File: src/rtl/program_loader_if.sv
// program_loader_if -- byte-stream handshake and instruction-memory write bus.
//   byteValid/byteData : program byte stream from the source
//   byteReady          : loader accepts byteData this cycle
//   wrAddr/wrData/wrEn : single-cycle instruction-memory write port
// Modports: master = stream source / memory side, slave = loader side.
interface program_loader_if #(
    parameter int ADDR_W = 16,
    parameter int DATA_W = 24
);
    logic              byteValid;
    logic [7:0]        byteData;
    logic              byteReady;
    logic [ADDR_W-1:0] wrAddr;
    logic [DATA_W-1:0] wrData;
    logic              wrEn;

    modport master (
        output byteValid, byteData,
        input  byteReady, wrAddr, wrData, wrEn
    );

    modport slave (
        input  byteValid, byteData,
        output byteReady, wrAddr, wrData, wrEn
    );
endinterface

File: src/rtl/program_loader.sv
// program_loader -- receives a length-prefixed, XOR-checksummed byte stream and
// writes it into instruction memory as DATA_W-bit words while holding the core
// in reset until a load completes with a good checksum.
//   clk, reset : clock and synchronous active-high reset
//   start      : one-cycle request to begin a load (honoured in IDLE/DONE/ERROR)
//   bus        : byte stream handshake and instruction-memory write port
//   cpuReset   : core reset, low only in DONE
//   busy       : load in progress
//   done       : last load completed with good checksum
//   error      : last load failed (length or checksum)
module program_loader #(
    parameter int ADDR_W    = 16,
    parameter int DATA_W    = 24,
    parameter int MAX_WORDS = 1024
) (
    input  logic              clk,
    input  logic              reset,
    input  logic              start,
    program_loader_if.slave   bus,
    output logic              cpuReset,
    output logic              busy,
    output logic              done,
    output logic              error
);

    typedef enum logic [2:0] {
        IDLE, LEN_HI, LEN_LO, DATA, WRITE, CHECK, DONE, ERROR
    } state_t;

    state_t            state, state_nx;
    logic [15:0]       length;
    logic [15:0]       word_idx;
    logic [DATA_W-1:0] word_reg;
    logic [1:0]        byte_cnt;
    logic [7:0]        csum;
    logic              ready;
    logic              accept;
    logic              load_start;
    logic [15:0]       len_full;

    assign ready    = (state == LEN_HI) || (state == LEN_LO) ||
                      (state == DATA)   || (state == CHECK);
    assign accept   = bus.byteValid && ready;
    // Full length as it will be once the low byte is captured.
    assign len_full = {length[15:8], bus.byteData};

    assign bus.byteReady = ready;
    assign bus.wrEn      = (state == WRITE);
    assign bus.wrAddr    = ADDR_W'(word_idx);
    assign bus.wrData    = word_reg;
    assign busy          = ready || (state == WRITE);
    assign done          = (state == DONE);
    assign error         = (state == ERROR);
    assign cpuReset      = (state != DONE);

    always_comb begin
        state_nx   = state;
        load_start = 1'b0;
        case (state)
            IDLE, DONE, ERROR: begin
                if (start) begin
                    state_nx   = LEN_HI;
                    load_start = 1'b1;
                end
            end
            LEN_HI: if (accept) state_nx = LEN_LO;
            LEN_LO: begin
                if (accept) begin
                    if (len_full == 16'd0)
                        state_nx = CHECK;
                    else if (len_full > 16'(MAX_WORDS))
                        state_nx = ERROR;
                    else
                        state_nx = DATA;
                end
            end
            DATA: if (accept && byte_cnt == 2'd2) state_nx = WRITE;
            WRITE: begin
                if (16'(word_idx + 16'd1) == length)
                    state_nx = CHECK;
                else
                    state_nx = DATA;
            end
            CHECK: begin
                if (accept)
                    state_nx = (bus.byteData == csum) ? DONE : ERROR;
            end
            default: state_nx = IDLE;
        endcase
    end

    always_ff @(posedge clk) begin
        if (reset) begin
            state    <= IDLE;
            length   <= '0;
            word_idx <= '0;
            word_reg <= '0;
            byte_cnt <= '0;
            csum     <= '0;
        end else begin
            state <= state_nx;
            if (load_start) begin
                length   <= '0;
                word_idx <= '0;
                word_reg <= '0;
                byte_cnt <= '0;
                csum     <= '0;
            end
            case (state)
                LEN_HI: if (accept) length[15:8] <= bus.byteData;
                LEN_LO: if (accept) length[7:0]  <= bus.byteData;
                DATA: begin
                    if (accept) begin
                        word_reg <= {word_reg[DATA_W-9:0], bus.byteData};
                        csum     <= csum ^ bus.byteData;
                        byte_cnt <= (byte_cnt == 2'd2) ? 2'd0 : 2'(byte_cnt + 2'd1);
                    end
                end
                WRITE: word_idx <= 16'(word_idx + 16'd1);
                default: ;
            endcase
        end
    end

endmodule

File: src/flat_wrapper.sv
// flat-port wrapper written by rule: the top's interface ports become plain ports
module program_loader_flat 
#(
    parameter int ADDR_W    = 16,
    parameter int DATA_W    = 24,
    parameter int MAX_WORDS = 1024
)
  (clk, reset, start, cpuReset, busy, done, error, bus_byteValid, bus_byteData, bus_byteReady, bus_wrAddr, bus_wrData, bus_wrEn);
  program_loader_if #(.ADDR_W(ADDR_W), .DATA_W(DATA_W)) bus_i ();
  input  logic clk;
  input  logic reset;
  input  logic start;
  output logic cpuReset;
  output logic busy;
  output logic done;
  output logic error;
  input wire logic [$bits(bus_i.byteValid)-1:0] bus_byteValid;
  input wire logic [$bits(bus_i.byteData)-1:0] bus_byteData;
  output wire logic [$bits(bus_i.byteReady)-1:0] bus_byteReady;
  output wire logic [$bits(bus_i.wrAddr)-1:0] bus_wrAddr;
  output wire logic [$bits(bus_i.wrData)-1:0] bus_wrData;
  output wire logic [$bits(bus_i.wrEn)-1:0] bus_wrEn;
  assign bus_i.byteValid = bus_byteValid;
  assign bus_i.byteData = bus_byteData;
  assign bus_byteReady = bus_i.byteReady;
  assign bus_wrAddr = bus_i.wrAddr;
  assign bus_wrData = bus_i.wrData;
  assign bus_wrEn = bus_i.wrEn;
  program_loader #(.ADDR_W(ADDR_W), .DATA_W(DATA_W), .MAX_WORDS(MAX_WORDS)) u_core (.clk(clk), .reset(reset), .start(start), .bus(bus_i), .cpuReset(cpuReset), .busy(busy), .done(done), .error(error));
endmodule
File: config.mk
export PLATFORM = sky130hd
export DESIGN_NAME = program_loader_flat
export DESIGN_NICKNAME = d
export VERILOG_FILES = /design/src/rtl/program_loader_if.sv /design/src/rtl/program_loader.sv /design/src/flat_wrapper.sv
export SDC_FILE = /design/constraint.sdc
export NUM_CORES = 1
export LEC_CHECK = 0
export CORE_ASPECT_RATIO = 0.9
export CORE_UTILIZATION = 45
export DETAILED_ROUTE_END_ITERATION = 12
export GPL_TIMING_DRIVEN = 0
export PLACE_DENSITY = 0.69
export SYNTH_ARGS = -nofsm -noshare
export SYNTH_HDL_FRONTEND = slang
export SYNTH_SLANG_ARGS = --single-unit
File: constraint.sdc
create_clock -name clk -period 4.4 [get_ports clk]
set_input_delay 0.88 -clock clk [delete_from_list [all_inputs] [get_ports clk]]
set_output_delay 0.88 -clock clk [all_outputs]
set_load 0.01 [all_outputs]
==> results.txt, run 1 <==
The fraction of registers with async set or reset after synthesis is 0%. The number of distinct standard cells referenced by the synthesized netlist is approximately 50. The maximum clock frequency came out at 0.347 GHz.

The multiplexer fraction of the synthesized cell area came out at less than 1%. The detailed-route wire length is between 9000 and 10,000 um. The maximum number of pins on one net before global-route repair came out at 13. The power after layout is between 1.5 and 2 mW. The Yosys step of the flow raised 0 warnings. In the final timing run, aggregate negative setup slack is 0 ns.

The number of global-route vias before repair came out at 3,115. The number of setup violations in the final report is 0. In this run the tool buffered the top-level ports with 53 buffer cells. The clock period minus final worst setup slack came out at between 2 and 3 ns. The peak fanout along the critical path is 10. In the synthesized netlist the dominant register cell turns out to be sky130_fd_sc_hd__dfxtp_1. The fill cell instance count of the final layout is roughly 690. The routed length per instance is ~16 um.

The weighted congestion at the end of routability-driven global placement is roughly 0.86. The reported net switching power is between 0.6 and 0.7 mW. The cell-internal power is ~1.1 mW.

In the routed design, unresolved DRC markers number 0. The final clock skew is approximately 0.0067 ns. The total global-route track usage came out at between 20% and 30%. The wire length of the first global-routing pass came out at 15,500 um.

The number of maximum-capacitance constraint violations came out at 0. The die is 84.8 um tall. The total power divided by cell area is 401 mW/mm2. Of the cells placed in the final design, the portion with a size suffix greater than 1 is under 10%. The proportion of total power due to net switching is about 37%. After floorplanning, the core was divided into 29 placement rows. The number of levels the H-tree was split into came out at 3. The number of CTS-inserted buffers is 9. The chip width came out at ~94 um. In the finished design, the share of the clock period the worst path needs comes to between 60% and 70%. The final route contains 3,373 vias. The number of flip-flops and latches in the synthesized netlist is a little under 70. The relative contribution of sequential cells to total power came out at between 40 and 50%. Summing the areas of all compound-gate instances in the mapped netlist gives a little over a fifth of the synthesized area. The clock transition at the register clock pins on the worst setup and hold paths after CTS came out at approximately 0.080 ns.

No sink is reached through more buffers than the 2 on the longest clock path. The number of post-CTS setup repair buffers came out at 0. For this block, the initial DRC count from the detailed router was 255. Each instance of the synthesized netlist takes up on average ~8 um2. The max-slew headroom at the worst pin came out at between 40% and 50%.

The count of nets left with antenna violations after detail routing came out at 0. The data required time of the worst path came out at approximately 3.5 ns. Setup repair after global routing left no endpoint under its margin. The total grt overflow came out at 0. The tightest min-delay check is of the flip-flop to flip-flop type. The type of destination of the critical path is a primary output. Once the clock tree was built, the resizer swapped 0 gates to a different size. Hold repair after CTS inserted 0 buffers. The combinational cell fraction of total power is roughly 32%. The total die area is 0.00797 mm2. The fraction of power consumed by the clock network came out at between 20 and 30%. The max-slew violation total from the final report is 0. By startpoint and endpoint, the worst setup path is classified as flip-flop to primary output.

The net count after synthesis is 442. The synthesis-to-layout area growth came out at 24.0%. At the worst endpoint, the arrival time is about 2 ns. For the pin with the worst max-slew slack, the measured transition is a little over 0.8 ns. The peak supply drop is 0.233 mV.

The adder and majority cell fraction of the synthesized area came out at 0.365%. For this design the top-level I/O count stands at between 50 and 60. Clock tree synthesis selected as its root buffer the cell sky130_fd_sc_hd__clkbuf_8. The run finished with clean final reports. The via density per instance is approximately 5.7.

TritonCTS built the clock tree. By area, the combinational part of the netlist is dominated by simple AND/OR/NAND/NOR gates. At the end of the flow, the number of nets in the layout was ~500. The gate count of the mapped netlist came out at ~430. The xor/xnor share of the synthesized area came out at under 10%. The proportion of synthesized chip area in sequential cells is between 40% and 50%. The antenna diode count came out at 0. The initial utilization of the core area, before any placement, comes to between 40 and 50%. Counting every sink on the clock net gives just under 70. The clock reaches the later pin of the worst-skew pair after ~0.34 ns. The worst setup path is launched from a flip-flop. The final number of hold-violating endpoints came out at 0. The post-synthesis simple-gate area fraction came out at around a quarter.

For this design the static power due to leakage is 1.47 nW. The detailed-router iteration count before antenna repair is 5. In this run the cell area of the synthesized design comes to 0.00343 mm2. The count of flip-flops with a built-in enable after synthesis came out at 0.

After floorplanning, the core was sized to cover 0.00722 mm2. Once detailed placement completed, the half-perimeter wirelength came to 6680 um. The initial antenna violation count is 0.
-- cell type report --
class                      instances  area, um2  area share [%]
multi-input combinational        322       1880            44.2
timing repair buffer              53        531            12.5
tap                               93        116            2.74
buffer                            30        136            3.21
sequential                        69       1380            32.5
clock inverter                     6       38.8           0.913
inverter                           8       30.0           0.707
clock buffer                      10        138            3.24
-- power groups by stage --
stage | clock network (mW) | logic, mW | registers [mW]
floorplan | 0 | 0.374 | 0.694
global placement | 0 | 0.532 | 0.699
detailed placement | 0 | 0.538 | 0.700
CTS | 0.479 | 0.543 | 0.686
global route | 0.502 | 0.607 | 0.690
finish | 0.467 | 0.552 | 0.686
-- logic make-up (layout without fill, tap and decap cells) --
kind of cell | Yosys count | in the layout
flops | 69 | 69
xor+xnor | 32 | 32
buf+inv | 38 | 107
simple gates | 172 | 172
fa+ha+maj | 1 | 1
mux | 1 | 1
compound gates | 116 | 116
-- worst max-delay path: stages (launching register included) --
cell and delay, ns:
sky130_fd_sc_hd__dfxtp_1 0.35, sky130_fd_sc_hd__nor2b_1 0.33, sky130_fd_sc_hd__nand2_1 0.18, sky130_fd_sc_hd__inv_2 0.22
sky130_fd_sc_hd__clkdlybuf4s50_1 0.58
-- through the flow --
stage	util (%)	area [um2]	hold slack (ns)	cells	setup slack [ns]
2_1_floorplan	-	3430	0.445	429	2.16
3_3_place_gp	56.4	4070	0.456	575	1.58
3_5_place_dp	56.4	4070	0.471	575	1.57
4_1_cts	58.9	4250	0.482	591	1.52
5_1_grt	58.9	4250	0.505	591	1.36
6_report	58.9	4250	0.482	591	1.51
-- registers in the layout, indices dropped and copies added (netlist names) --
| signal | cells |
|---|---|
| u_core.length | 16 |
| u_core.state | 3 |
| u_core.byte_cnt | 2 |
| u_core.csum | 8 |
| u_core.bus.wrData | 24 |
| u_core.bus.wrAddr | 16 |
-- path summary, 6_finish.rpt --
check	to	depth (start not counted)	slack (ns)	startpoint
min	u_core.bus.wrData[3]	2	0.48	u_core.bus.wrData[3]
max	bus_wrEn	4	1.51	u_core.state[2]
max reg2reg	u_core.state[1]	9	1.86	u_core.bus.wrAddr[0]
min reg2reg	u_core.bus.wrData[3]	2	0.48	u_core.bus.wrData[3]
-- cells in the final DEF, fill, tap and decap left out, types with 3 or more instances in the layout --
master | netlist | final
sky130_fd_sc_hd__a21oi_1 | 35 | 35
sky130_fd_sc_hd__a22oi_1 | 39 | 39
sky130_fd_sc_hd__and3_1 | 5 | 5
sky130_fd_sc_hd__buf_2 | 4 | 4
sky130_fd_sc_hd__buf_4 | 3 | 3
sky130_fd_sc_hd__clkbuf_1 | 22 | 22
sky130_fd_sc_hd__clkbuf_8 | 0 | 10
sky130_fd_sc_hd__clkdlybuf4s50_1 | 0 | 53
sky130_fd_sc_hd__clkinv_2 | 0 | 3
sky130_fd_sc_hd__dfxtp_1 | 69 | 69
sky130_fd_sc_hd__inv_1 | 6 | 6
sky130_fd_sc_hd__nand2_1 | 25 | 25
sky130_fd_sc_hd__nand3_1 | 10 | 10
sky130_fd_sc_hd__nand4_1 | 7 | 7
sky130_fd_sc_hd__nor2_1 | 86 | 86
sky130_fd_sc_hd__nor2b_1 | 3 | 3
sky130_fd_sc_hd__nor3_1 | 9 | 9
sky130_fd_sc_hd__nor4_1 | 5 | 5
sky130_fd_sc_hd__o21ai_0 | 23 | 23
sky130_fd_sc_hd__or3_1 | 5 | 5
sky130_fd_sc_hd__xnor2_1 | 23 | 23
sky130_fd_sc_hd__xor2_1 | 9 | 9
-- cells in the mapped netlist (all sizes together), types with 2 or more instances --
| cell type | number | share of area, % |
|---|---|---|
| a22oi | 39 | 8.5 |
| nand3b | 2 | 0.44 |
| o311ai | 3 | 0.77 |
| nand4 | 8 | 1.6 |
| dfxtp | 69 | 40 |
| a211oi | 2 | 0.44 |
| xor2 | 9 | 2.3 |
| nand2 | 25 | 2.7 |
| inv | 8 | 0.88 |
| or3 | 5 | 0.91 |
| and2 | 2 | 0.37 |
| nor2 | 86 | 9.4 |
| nand3 | 11 | 2.0 |
| o21a | 2 | 0.44 |
| buf | 8 | 1.6 |
| xnor2 | 23 | 5.9 |
| and3 | 5 | 0.91 |
| clkbuf | 22 | 2.4 |
| nor3 | 9 | 1.3 |
| a21oi | 35 | 5.1 |
| or4 | 2 | 0.44 |
| o21ai | 23 | 3.4 |
| a31oi | 2 | 0.37 |
| nand2b | 2 | 0.37 |
| nor4 | 6 | 1.3 |
| nor3b | 2 | 0.58 |
| nor2b | 3 | 0.55 |
-- layer usage --
layer  track usage, %  vias to the layer above  wire, um
met5                0                        -         0
met4             5.03                        0        81
li1                 -                     1662         -
met1             36.5                     1589      4650
met3             7.25                        8       611
met2             36.3                      114      4130
No activity file was read; power rests on OpenSTA's default activity.
==> run 2: changes to the inputs <==
==> constraint.sdc (replaced) <==
create_clock -name clk -period 3 [get_ports clk]
set_input_delay 0.6 -clock clk [delete_from_list [all_inputs] [get_ports clk]]
set_output_delay 0.6 -clock clk [all_outputs]
set_load 0.01 [all_outputs]
==> results of run 2 <==
The final DEF is identical to that of run 1. Status: completed.
Main changes from that run: setup slack after placement 1.57 ns -> 0.450 ns; setup slack after layout 1.51 ns -> 0.394 ns; register-to-register setup slack 1.86 ns -> 0.46 ns; total power 1.71 mW -> 2.50 mW; worst IR drop on VDD 0.233 mV -> 0.342 mV
